## src/rtl/serial_frame_sequencer_if.sv

```systemverilog
// Frame request, byte stream, shifter control and receiver signals of the serial frame sequencer.
// The sequencer uses the slave view; the environment that feeds it uses the master view.
interface serial_frame_sequencer_if #(
  parameter int LEN_WIDTH  = 4,
  parameter int DATA_WIDTH = 8
);
  logic                  startFrame;
  logic [LEN_WIDTH-1:0]  frameLen;
  logic [DATA_WIDTH-1:0] txData;
  logic                  txValid;
  logic                  txReady;
  logic [DATA_WIDTH-1:0] dataBus;
  logic                  loadData;
  logic                  shiftEnabled;
  logic                  shiftComplete;
  logic                  csN;
  logic                  serClkOut;
  logic                  frameBusy;
  logic                  frameDone;
  logic                  errFlag;

  modport master (
    output startFrame, frameLen, txData, txValid, shiftComplete,
    input  txReady, dataBus, loadData, shiftEnabled, csN, serClkOut,
           frameBusy, frameDone, errFlag
  );

  modport slave (
    input  startFrame, frameLen, txData, txValid, shiftComplete,
    output txReady, dataBus, loadData, shiftEnabled, csN, serClkOut,
           frameBusy, frameDone, errFlag
  );
endinterface

```

## src/rtl/serial_frame_sequencer.sv

```systemverilog
// Feeds a frame of bytes into an 8-bit MSB-first shifter and frames them for the serial receiver.
// 9 bit periods per byte; txValid low at a fetch parks the FSM in WAIT with txReady held high.
module serial_frame_sequencer #(
  parameter int HALF_PERIOD = 4,
  parameter int LEN_WIDTH   = 4,
  parameter int DATA_WIDTH  = 8
) (
  input logic shiftClk,
  input logic reset_n,
  serial_frame_sequencer_if.slave bus
);
  localparam logic [8:0] PH_LAST = 9'(2 * HALF_PERIOD - 1);
  localparam logic [8:0] PH_HALF = 9'(HALF_PERIOD);
  localparam logic [2:0] BIT_TOP = 3'(DATA_WIDTH - 1);

  typedef enum logic [2:0] {
    S_IDLE, S_SETUP, S_WAIT, S_LOAD, S_SHIFT, S_FINISH, S_HOLD
  } state_t;

  state_t                state, state_nx;
  logic [8:0]            ph, ph_nx;
  logic [LEN_WIDTH-1:0]  len_left, len_nx;
  logic [2:0]            bit_cnt, bit_nx;
  logic [DATA_WIDTH-1:0] data_q, data_nx;
  logic                  err_q, err_nx;
  logic                  ready_q, ready_nx;
  logic                  load_q, load_nx;
  logic                  sen_q, sen_nx;
  logic                  csn_q, csn_nx;
  logic                  sclk_q, sclk_nx;
  logic                  busy_q, busy_nx;
  logic                  done_q, done_nx;
  logic                  last, take, capture, pulse_state;

  always_ff @(posedge shiftClk or negedge reset_n) begin
    if (!reset_n) begin
      state    <= S_IDLE;
      ph       <= '0;
      len_left <= '0;
      bit_cnt  <= '0;
      data_q   <= '0;
      err_q    <= 1'b0;
      ready_q  <= 1'b0;
      load_q   <= 1'b0;
      sen_q    <= 1'b0;
      csn_q    <= 1'b1;
      sclk_q   <= 1'b0;
      busy_q   <= 1'b0;
      done_q   <= 1'b0;
    end else begin
      state    <= state_nx;
      ph       <= ph_nx;
      len_left <= len_nx;
      bit_cnt  <= bit_nx;
      data_q   <= data_nx;
      err_q    <= err_nx;
      ready_q  <= ready_nx;
      load_q   <= load_nx;
      sen_q    <= sen_nx;
      csn_q    <= csn_nx;
      sclk_q   <= sclk_nx;
      busy_q   <= busy_nx;
      done_q   <= done_nx;
    end
  end

  always_comb begin
    state_nx = state;
    ph_nx    = ph;
    len_nx   = len_left;
    bit_nx   = bit_cnt;
    data_nx  = data_q;
    err_nx   = err_q;
    capture  = 1'b0;
    last     = (ph == PH_LAST);
    take     = bus.txValid && ready_q;

    if (state != S_IDLE && state != S_WAIT) ph_nx = last ? '0 : ph + 9'd1;

    case (state)
      S_IDLE: begin
        if (bus.startFrame && bus.frameLen != '0) begin
          state_nx = S_SETUP;
          ph_nx    = '0;
          len_nx   = bus.frameLen;
          err_nx   = 1'b0;
        end
      end
      S_SETUP: begin
        if (last) begin
          capture  = take;
          state_nx = take ? S_LOAD : S_WAIT;
        end
      end
      S_WAIT: begin
        if (take) begin
          capture  = 1'b1;
          state_nx = S_LOAD;
        end
      end
      S_LOAD: begin
        if (last) begin
          state_nx = S_SHIFT;
          bit_nx   = BIT_TOP;
        end
      end
      S_SHIFT: begin
        if (last) begin
          if (bit_cnt == 3'd1) state_nx = S_FINISH;
          else                 bit_nx   = bit_cnt - 3'd1;
        end
      end
      S_FINISH: begin
        if (last) begin
          // The 8th shift edge happened at the start of this period.
          if (!bus.shiftComplete) err_nx = 1'b1;
          if (len_left == '0) begin
            state_nx = S_HOLD;
          end else begin
            capture  = take;
            state_nx = take ? S_LOAD : S_WAIT;
          end
        end
      end
      S_HOLD: begin
        if (last) state_nx = S_IDLE;
      end
      default: state_nx = S_IDLE;
    endcase

    if (capture) begin
      data_nx = bus.txData;
      len_nx  = len_left - LEN_WIDTH'(1);
    end

    // Outputs are registered from the next state so each one lines up with its own period.
    pulse_state = (state_nx == S_LOAD) || (state_nx == S_SHIFT) || (state_nx == S_FINISH);
    sen_nx   = pulse_state && (ph_nx < PH_HALF);
    sclk_nx  = ((state_nx == S_LOAD) || (state_nx == S_SHIFT)) && (ph_nx >= PH_HALF);
    load_nx  = (state_nx == S_LOAD);
    csn_nx   = (state_nx == S_IDLE);
    busy_nx  = (state_nx != S_IDLE);
    done_nx  = (state_nx == S_HOLD) && (ph_nx == PH_LAST);
    ready_nx = (state_nx == S_WAIT) ||
               ((ph_nx == PH_LAST) &&
                ((state_nx == S_SETUP) || ((state_nx == S_FINISH) && (len_nx != '0))));
  end

  assign bus.txReady      = ready_q;
  assign bus.dataBus      = data_q;
  assign bus.loadData     = load_q;
  assign bus.shiftEnabled = sen_q;
  assign bus.csN          = csn_q;
  assign bus.serClkOut    = sclk_q;
  assign bus.frameBusy    = busy_q;
  assign bus.frameDone    = done_q;
  assign bus.errFlag      = err_q;
endmodule
```

## src/flat_wrapper.sv

```systemverilog
// flat-port wrapper written by rule: the top's interface ports become plain ports
module serial_frame_sequencer_flat 
#(
  parameter int HALF_PERIOD = 4,
  parameter int LEN_WIDTH   = 4,
  parameter int DATA_WIDTH  = 8
)
  (shiftClk, reset_n, bus_startFrame, bus_frameLen, bus_txData, bus_txValid, bus_shiftComplete, bus_txReady, bus_dataBus, bus_loadData, bus_shiftEnabled, bus_csN, bus_serClkOut, bus_frameBusy, bus_frameDone, bus_errFlag);
  serial_frame_sequencer_if #(.LEN_WIDTH(LEN_WIDTH), .DATA_WIDTH(DATA_WIDTH)) bus_i ();
  input logic shiftClk;
  input logic reset_n;
  input wire logic [$bits(bus_i.startFrame)-1:0] bus_startFrame;
  input wire logic [$bits(bus_i.frameLen)-1:0] bus_frameLen;
  input wire logic [$bits(bus_i.txData)-1:0] bus_txData;
  input wire logic [$bits(bus_i.txValid)-1:0] bus_txValid;
  input wire logic [$bits(bus_i.shiftComplete)-1:0] bus_shiftComplete;
  output wire logic [$bits(bus_i.txReady)-1:0] bus_txReady;
  output wire logic [$bits(bus_i.dataBus)-1:0] bus_dataBus;
  output wire logic [$bits(bus_i.loadData)-1:0] bus_loadData;
  output wire logic [$bits(bus_i.shiftEnabled)-1:0] bus_shiftEnabled;
  output wire logic [$bits(bus_i.csN)-1:0] bus_csN;
  output wire logic [$bits(bus_i.serClkOut)-1:0] bus_serClkOut;
  output wire logic [$bits(bus_i.frameBusy)-1:0] bus_frameBusy;
  output wire logic [$bits(bus_i.frameDone)-1:0] bus_frameDone;
  output wire logic [$bits(bus_i.errFlag)-1:0] bus_errFlag;
  assign bus_i.startFrame = bus_startFrame;
  assign bus_i.frameLen = bus_frameLen;
  assign bus_i.txData = bus_txData;
  assign bus_i.txValid = bus_txValid;
  assign bus_i.shiftComplete = bus_shiftComplete;
  assign bus_txReady = bus_i.txReady;
  assign bus_dataBus = bus_i.dataBus;
  assign bus_loadData = bus_i.loadData;
  assign bus_shiftEnabled = bus_i.shiftEnabled;
  assign bus_csN = bus_i.csN;
  assign bus_serClkOut = bus_i.serClkOut;
  assign bus_frameBusy = bus_i.frameBusy;
  assign bus_frameDone = bus_i.frameDone;
  assign bus_errFlag = bus_i.errFlag;
  serial_frame_sequencer #(.HALF_PERIOD(HALF_PERIOD), .LEN_WIDTH(LEN_WIDTH), .DATA_WIDTH(DATA_WIDTH)) u_core (.shiftClk(shiftClk), .reset_n(reset_n), .bus(bus_i));
endmodule
```

## config.mk

```make
export PLATFORM = sky130hd
export DESIGN_NAME = serial_frame_sequencer_flat
export DESIGN_NICKNAME = d
export VERILOG_FILES = /design/src/rtl/serial_frame_sequencer_if.sv /design/src/rtl/serial_frame_sequencer.sv /design/src/flat_wrapper.sv
export SDC_FILE = /design/constraint.sdc
export NUM_CORES = 1
export LEC_CHECK = 0
export CAP_MARGIN = 40
export CORE_UTILIZATION = 40
export DETAILED_ROUTE_END_ITERATION = 12
export PLACE_DENSITY = 0.66
export SLEW_MARGIN = 20
export SYNTH_ARGS = -nofsm -noshare
export SYNTH_HDL_FRONTEND = slang
export SYNTH_SLANG_ARGS = --single-unit
```

## constraint.sdc

```tcl
create_clock -name shiftClk -period 3.6 [get_ports shiftClk]
set_input_delay 0.36 -clock shiftClk [delete_from_list [all_inputs] [get_ports shiftClk]]
set_output_delay 0.36 -clock shiftClk [all_outputs]
set_load 0.05 [all_outputs]
```

# ---- Word-level counts from Yosys, hierarchy flattened
# Index checks and enable logic that the tools add are counted.
dict set report op_classes {
  n_mux 31
  reduce_logical 23
  n_lt_le_gt_ge 2
  eq_ne 22
  n_addsub 3
}
# operator n
set ops {}
lappend ops {{$mux W3} 12}
lappend ops {{$mux W9} 4}
lappend ops {{$pmux W3 S7} 1}
lappend ops {{$eq A3 B3 Y1 const B} 6}
lappend ops {{$eq A9 B3 Y1 const B} 2}
lappend ops {{$eq A3 B2 Y1 const B} 4}
lappend ops {{$mux W4} 3}
lappend ops {{$add A9 B1 Y9 const B} 1}
lappend ops {{$eq A3 B1 Y1 const B} 3}
lappend ops {{$ge A9 B3 Y1 const B} 1}
lappend ops {{$lt A9 B3 Y1 const B} 1}
lappend ops {{$logic_and A1 B1 Y1} 8}
lappend ops {{$mux W1} 8}
lappend ops {{$ne A2 B1 Y1 const B} 4}
lappend ops {{$reduce_and A4 Y1} 2}
lappend ops {{$reduce_bool A4 Y1} 2}
lappend ops {{$logic_not A3 Y1} 2}
lappend ops {{$pmux W3 S2} 1}
lappend ops {{$reduce_bool A3 Y1} 2}
lappend ops {{$logic_not A4 Y1} 1}
lappend ops {{$logic_or A1 B1 Y1} 4}
lappend ops {{$ne A2 B2 Y1 const B} 2}
lappend ops {{$reduce_bool A2 Y1} 2}
lappend ops {{$sub A4 B1 Y4 const B} 1}
lappend ops {{4 further kinds} 4}
dict set report totals {
  in_bits 17
  ff_bits 35
}

# ---- Depth between registers and ports, before layout
# Gate-level depths: netlist of the first run.
dict set report logic_depth {
  word_depth 10
  depth_mapped 10
  mapped_depth_nobuf 9
}

# ---- Least setup slack after synthesis of the first run
# OpenSTA, ideal clock, no wires.
dict set report synth_timing {
  path_type {in2reg}
  startpoint {input bus_frameLen[1]}
  endpoint {register u_core.ready_q, in the netlist u_core.bus.txReady}
  setup_time_ns 0.087
  path_buffers 1
  stages 7
  setup_slack_ns 1.113
  t_required_ns 3.513
  t_arrival_ns 2.400
  cell_sequence {or4_4 > and4b_4 > buf_6 > or4_4 > or3_1 > a311o_1 > o211ai_1}
}
dict set report synth_via {
  elab_chain_cells 10
}
# item line
set synth_lines {}
lappend synth_lines {{from (decl)} flat_wrapper.sv:13} ;# input wire logic [$bits(bus_i.frameLen)-1:0] bus_frameLen;
lappend synth_lines {{parallel branches: the longest is 9 deep, another holds $pmux W3 S7} -}
lappend synth_lines {{$logic_or A1 B1 Y1 *} serial_frame_sequencer.sv:144} ;# ready_nx = (state_nx == S_WAIT) ||
lappend synth_lines {{via u_core.ready_nx} serial_frame_sequencer.sv:26} ;# logic ready_q, ready_nx;
lappend synth_lines {{to (signal assigned)} serial_frame_sequencer.sv:57} ;# ready_q <= ready_nx;
lappend synth_lines {{to (decl)} serial_frame_sequencer.sv:26}
# Mark *: on every way through the listed nets, which the timed path passes.
# A chain may end at the register's enable or synchronous reset.

# ---- Final worst setup path of the first run
dict set report layout_timing {
  startpoint {register u_core.ph[0]}
  endpoint {register u_core.ready_q, in the netlist u_core.bus.txReady}
}
# item line
set layout_lines {}
lappend layout_lines {{from (decl)} serial_frame_sequencer.sv:21} ;# logic [8:0] ph, ph_nx;
lappend layout_lines {{from (signal assigned)} serial_frame_sequencer.sv:52} ;# ph <= ph_nx;
lappend layout_lines {{$eq A9 B3 Y1 *} serial_frame_sequencer.sv:75} ;# last = (ph == PH_LAST);
lappend layout_lines {{$mux W3, on equally long branches} -}
lappend layout_lines {{$pmux W3 S7 *} serial_frame_sequencer.sv:80} ;# case (state)
lappend layout_lines {{via u_core.state_nx[0]} serial_frame_sequencer.sv:20} ;# state_t state, state_nx;
lappend layout_lines {{$eq A3 B3 Y1} serial_frame_sequencer.sv:146} ;# ((state_nx == S_SETUP) || ((state_nx == S_FINISH) && (len_nx != '0))));
lappend layout_lines {{$logic_and A1 B1 Y1} serial_frame_sequencer.sv:146}
lappend layout_lines {{$logic_or A1 B1 Y1} serial_frame_sequencer.sv:146}
lappend layout_lines {{$logic_and A1 B1 Y1} serial_frame_sequencer.sv:145} ;# ((ph_nx == PH_LAST) &&
lappend layout_lines {{$logic_or A1 B1 Y1 *} serial_frame_sequencer.sv:144}
lappend layout_lines {{via u_core.ready_nx} serial_frame_sequencer.sv:26}
# The timed path passes the listed nets; every way through them passes the cells marked *.

==> impl_metrics.tcl, run 1 <==
set metrics [dict create \
    status "complete, no violations" \
    total_nets_after_synthesis 201 \
    design.core.area_um2 4380 \
    cts_num_sinks 35 \
    insertedDiodeCount 0 \
    synth_seq_cells 35 \
    commonest_cells_after_routing_fill_and_taps_aside "dfrtp_1 (34), clkdlybuf4s50_1 (32), nor2_1 (20)" \
    fp-row-count 24 \
    worst_setup_path_end_kind "flip-flop" \
    avgRoutedWirePerCell_um 14.2 \
    timing.hold.ws_ps 467 \
    pin_count 33 \
    cts.repair.resized 0 \
    hold_start "u_core.bus.errFlag" \
    synthDistinctLibCells 48 \
    vias 1419 \
    final.min_clock_period_ps 2730 \
    hold_viol 0 \
    post-cts-setup-buffers 0 \
    die_h_um 69.9 \
    synth_enable_flop_cells 0 \
    syn_to_final_growth_pct 24.9 \
    max-cap-violations 0 \
    cts.reportedPaths.clkPinSlew_ps 70 \
    final_min_period_over_clock_period 0.759 \
    total_number_of_yosys_warnings 0 \
    synth_async_sr_flop_share 1.00 \
    dp_worst_setup_slack_ps 690 \
    leakagePower_uw 0.000977 \
    die_w_um 69.9 \
    worst-slew-pin-transition_ps 660 \
    cts-root-to-sink-buffers 2 \
    mostFrequentLayoutCell "dfrtp_1" \
    final_core_util 0.525 \
    cts_max_level 2 \
    cp-start-kind "flip-flop" \
    clk_latency_ps 290 \
    min_path_type "reg2reg" \
    detail_route.vias_per_cell 5.31 \
    globalRouteOverflowTotal 0 \
    drc 0 \
    setup-violations-final 0 \
    fin_setup_tns_ps 0 \
    maxSlewHeadroom 0.557 \
    initial_core_util 0.420 \
    power_per_cell_area_nw_per_um2 783 \
    worst_r2r_startpoint "u_core.ph[0]" \
    setup_repair_after_global_routing_missed_its_margin "false" \
    drt_first_pass_iters 4 \
    synth_cells 180 \
    cts_tree "yes" \
    clock.fmax_mhz 366 \
    max-vdd-ir-drop_mv 0.397 \
    antenna_left 0 \
    drv_slew 0 \
    design.final.nets 235 \
    gp_congestion 0.817 \
    io_buffers 32 \
    cts.root.buffer_cell "clkbuf_8" \
    gr_util_all_layers 0.171 \
    arrival_ps 2940 \
    fill_cell_total_of_the_finished_layout 419 \
    synth-main-ff-cell "dfrtp_1" \
    finalWorstSetupSlack_ps 867 \
    critPathKind "reg2reg" \
    grt_pass1_vias 1417 \
    synth_area_um2 1840 \
    critPathLaunch "u_core.ph[0]" \
    cts_buffers 5 \
    route.final.wire_length_um 3780 \
    finalPower_uw 1800 \
    hold_buffers 0 \
    syn_avg_cell_area_um2 10.2 \
    worstPathRequired_ps 3810 \
    place_hpwl_um 2700 \
    drtIter0Drc 114 \
    grt_max_degree 36 \
    grt_pass1_wl_um 6530 \
    drive_above_1_share 0.158 \
    clock_skew_ps 4.67 \
    total_die_area_um2 4880 \
    crit_path_max_fanout 6 \
    synth_sequential_area_ratio 0.476 \
    antenna_found_initial 0 \
]
## power breakdown
group	total [uW]	leakage (uW)	switching, uW	internal [uW]
registers	655	0.000452	130	525
clock network	302	0.0000474	146	156
logic	846	0.000478	503	343
## cells in the mapped netlist (3+ instances only)
cell / instances / area (um2)
dfrtp_1: 34 / 851
nor2_1: 20 / 75.1
mux2_2: 12 / 135
nand2_1: 12 / 45.0
inv_1: 10 / 37.5
a21oi_1: 7 / 35.0
nand2b_1: 5 / 31.3
o21ai_0: 5 / 25.0
xnor2_1: 5 / 43.8
a31oi_1: 4 / 25.0
ha_1: 4 / 50.1
nand3_1: 4 / 20.0
nand4_1: 4 / 25.0
nor3_1: 4 / 20.0
xor2_1: 4 / 35.0
clkbuf_1: 3 / 11.3
o2111ai_1: 3 / 26.3
## metal layers
| layer | global-route usage | up-vias | part of all wire |
|---|---|---|---|
| li1 | - | 709 | - |
| met1 | 0.235 | 681 | 0.50 |
| met2 | 0.262 | 24 | 0.45 |
| met3 | 0.0418 | 5 | 0.037 |
| met4 | 0.0622 | 0 | 0.013 |
| met5 | 0 | - | 0 |
## kinds of logic (layout without fill, tap and decap cells)
group                      Yosys count  count (layout)  synth area share
and+or+nand+nor                     70              70             0.215
DFF                                 35              35             0.476
AOI/OAI and AO/OA                   30              30             0.107
buffers and inverters               17              52            0.0421
muxes                               14              14            0.0842
xor gates and xnor gates             9               9            0.0428
adders and majority gates            5               5            0.0326
## layout make-up
type / count / area [um2] / share of cell area
multi-input combinational: 128 / 888 / 0.386
sequential: 35 / 877 / 0.381
timing repair buffer: 34 / 335 / 0.146
clock buffer: 6 / 82.6 / 0.0359
tap: 52 / 65.1 / 0.0283
inverter: 10 / 37.5 / 0.0163
clock inverter: 2 / 16.3 / 0.00707
## final timing paths
check,to,slack [ps],cells after the start
worst max-delay path,u_core.bus.txReady,870,8
worst min-delay path,u_core.bus.errFlag,470,2
worst max register to register,u_core.bus.txReady,870,8
worst min register to register,u_core.bus.errFlag,470,2
max in group asynchronous,u_core.bus.csN,2780,2
min in group asynchronous,u_core.bus.dataBus[5],480,2
## through the flow
stage	instances	area, um2
after floorplan	180	1840
after global placement	259	2200
after detailed placement	259	2200
after CTS	267	2300
after global routing	267	2300
final	267	2300
## state kept, by name, indices dropped and copies added (netlist names)
signal and flops:
u_core.bus.serClkOut 1, u_core.bit_cnt 3, u_core.bus.loadData 1, u_core.state 3, u_core.bus.csN 1, u_core.bus.txReady 1
u_core.bus.frameBusy 1, u_core.ph 9, u_core.len_left 4, u_core.bus.shiftEnabled 1, u_core.bus.errFlag 1, u_core.bus.dataBus 8
u_core.bus.frameDone 1
## critical path, cell delays in order (launching register included)
cell and delay (ps):
dfrtp_1 430, ha_1 270, and4bb_2 300, and2_1 270, mux2_2 370, nor3_1 410
inv_1 100, or3_2 420, o211ai_1 90
No activity file was read; power rests on OpenSTA's default activity.
==> inputs of run 2 (changes only) <==
==> constraint.sdc (replaced) <==
create_clock -name shiftClk -period 2.7 [get_ports shiftClk]
set_input_delay 0.27 -clock shiftClk [delete_from_list [all_inputs] [get_ports shiftClk]]
set_output_delay 0.27 -clock shiftClk [all_outputs]
set_load 0.05 [all_outputs]
==> run 2 against run 1 <==
  * Worst hold slack got worse by 82 ps
  * Clock power rose by 86%
  * Register-to-register slack worse by 690 ps
  * Clock-buffer cell count is the same
  * Power increased by 45%
  * Sequential power up 30%
  * Sequential share of layout area decreased by 1.6 points
  * Design area grew 4.3%
  * Routed wire length fell by 0.13%
  * Critical path depth down 1
  * Global-route usage down 0.43 points
==> impl_metrics.tcl, run 2 (synthesis results as in run 1) <==
set metrics [dict create \
    number_of_flip_flops_in_the_largest_register 9 \
    mostFrequentLayoutCell "dfrtp_1" \
    cp_cell_sequence "ha_1, and4bb_2, and2_2, maj3_1, mux2_2, or3_2, o211ai_1" \
    clock.fmax_mhz 397 \
    cts_max_level 2 \
    gr_util_all_layers 0.167 \
    maxSlewHeadroom 0.557 \
    cts.reportedPaths.clkPinSlew_ps 70 \
    antenna_left 0 \
    total_die_area_um2 4880 \
    grt_max_degree 36 \
    design.core.area_um2 4380 \
    avgRoutedWirePerCell_um 13.7 \
    leakagePower_uw 0.00104 \
    drtIter0Drc 100 \
    cts_tree "yes" \
    fp-row-count 24 \
    setup_repair_after_global_routing_missed_its_margin "false" \
    place_hpwl_um 2710 \
    power_per_cell_area_nw_per_um2 1090 \
    post-cts-setup-buffers 0 \
    detail_route.vias_per_cell 5.27 \
    clock_skew_ps 3.20 \
    max-vdd-ir-drop_mv 0.479 \
    grt_pass1_vias 1352 \
    drv_slew 0 \
    critical-path-top-delay-family "simple AND/OR/NAND/NOR gates" \
    clk_latency_ps 290 \
    gp_congestion 0.852 \
    final.min_clock_period_ps 2520 \
    hold_viol 0 \
    final_min_period_over_clock_period 0.934 \
    antenna_found_initial 0 \
    io_buffers 32 \
    setup-violations-final 0 \
    crit_path_max_fanout 7 \
    worstPathRequired_ps 2910 \
    numPlacedInstances 267 \
    cts.root.buffer_cell "clkbuf_8" \
    initial_core_util 0.420 \
    cts_buffers 5 \
    status "complete, no violations" \
    layoutNonFillerInstCount 275 \
    commonest_cells_after_routing_fill_and_taps_aside "dfrtp_1 (34), clkdlybuf4s50_1 (32), nor2_1 (20)" \
    dp_worst_setup_slack_ps -95.7 \
    design.final.nets 243 \
    grt_pass1_wl_um 6400 \
    max-cap-violations 0 \
    arrival_ps 2730 \
    globalRouteOverflowTotal 0 \
    critPathKind "reg2reg" \
    registers.top_by_ff_count "u_core.ph" \
    cts-root-to-sink-buffers 2 \
    route.final.wire_length_um 3780 \
    die_h_um 69.9 \
    cp-start-kind "flip-flop" \
    die_w_um 69.9 \
    vias 1448 \
    drc 0 \
    insertedDiodeCount 0 \
    drt_first_pass_iters 4 \
    drive_above_1_share 0.193 \
    cpMaxStageDelayCell "or3_2" \
    worst_setup_path_end_kind "flip-flop" \
    finalWorstSetupSlack_ps 179 \
    cts_num_sinks 35 \
    crit_buf_inv 0 \
    worst-slew-pin-transition_ps 659 \
    critPathMaxStageDelay_ps 460 \
    min_path_type "in2async" \
    pin_count 33 \
    hold_buffers 0 \
    syn_to_final_growth_pct 30.3 \
]
run 2: cell count changes in the layout (fill, tap and decap cells not counted), sizes merged:
cell	change
buf	+8
bufinv	+2
clkinv	-1
clkinvlp	-1
run 2: layout make-up:
cell class,instances,area (um2)
Clock buffer,6,72.6
Timing Repair Buffer,42,395
Multi-Input combinational cell,128,895
Tap cell,52,65.1
Sequential cell,35,877
Inverter,10,37.5
Fill cell,393,1980
Clock inverter,2,60.1
run 2: path summary, 6_finish.rpt:
check | endpoint | startpoint | slack (ps) | depth (start not counted)
worst min-delay path | u_core.bus.dataBus[5] | reset_n | 390 | 2
worst max register to register | u_core.bus.txReady | u_core.ph[0] | 180 | 7
worst min register to register | u_core.bus.errFlag | u_core.bus.errFlag | 470 | 2
max in group asynchronous | u_core.bus.csN | reset_n | 1980 | 2
min in group shiftClk | u_core.bus.errFlag | u_core.bus.errFlag | 470 | 2
worst max-delay path | u_core.bus.txReady | u_core.ph[0] | 180 | 7
run 2: through the flow:
stage	instance area [um2]	TNS [ps]	hold WS [ps]	util	power (uW)
after floorplan	1840	0	-25.6	-	1700
after global placement	2260	-57.2	449	0.516	2060
after detailed placement	2260	-95.7	462	0.516	2060
after CTS	2400	0	402	0.547	2640
after global routing	2400	0	415	0.548	2810
final	2400	0	385	0.548	2620
run 2: per-layer routing:
layer / wire, um / GRT usage / vias up
li1: - / - / 720
met1: 1910 / 0.235 / 697
met2: 1700 / 0.253 / 28
met3: 139 / 0.0346 / 3
met4: 36 / 0.0600 / 0
met5: 0 / 0 / -
run 2: repair_timing:
item / CTS / global route
resized for setup: 0 / 2
endpoints found under the setup margin: 0 / 3
hold endpoints to repair: 0 / 0
run 2: power by group:
part	internal, uW	leakage (uW)	switching [uW]
combinational	511	0.000520	701
clock	369	0.0000654	193
sequential	701	0.000452	148
==> inputs of run 3 (changes only) <==
--- a/config.mk
+++ b/config.mk
@@ -5,7 +5,7 @@
 export SDC_FILE = /design/constraint.sdc
 export NUM_CORES = 1
 export LEC_CHECK = 0
-export CAP_MARGIN = 40
+export CAP_MARGIN = 0
 export CORE_UTILIZATION = 40
 export DETAILED_ROUTE_END_ITERATION = 12
 export PLACE_DENSITY = 0.66
==> results of run 3 <==
Same layout as run 2: the final DEF is identical, and so are final timing and power.
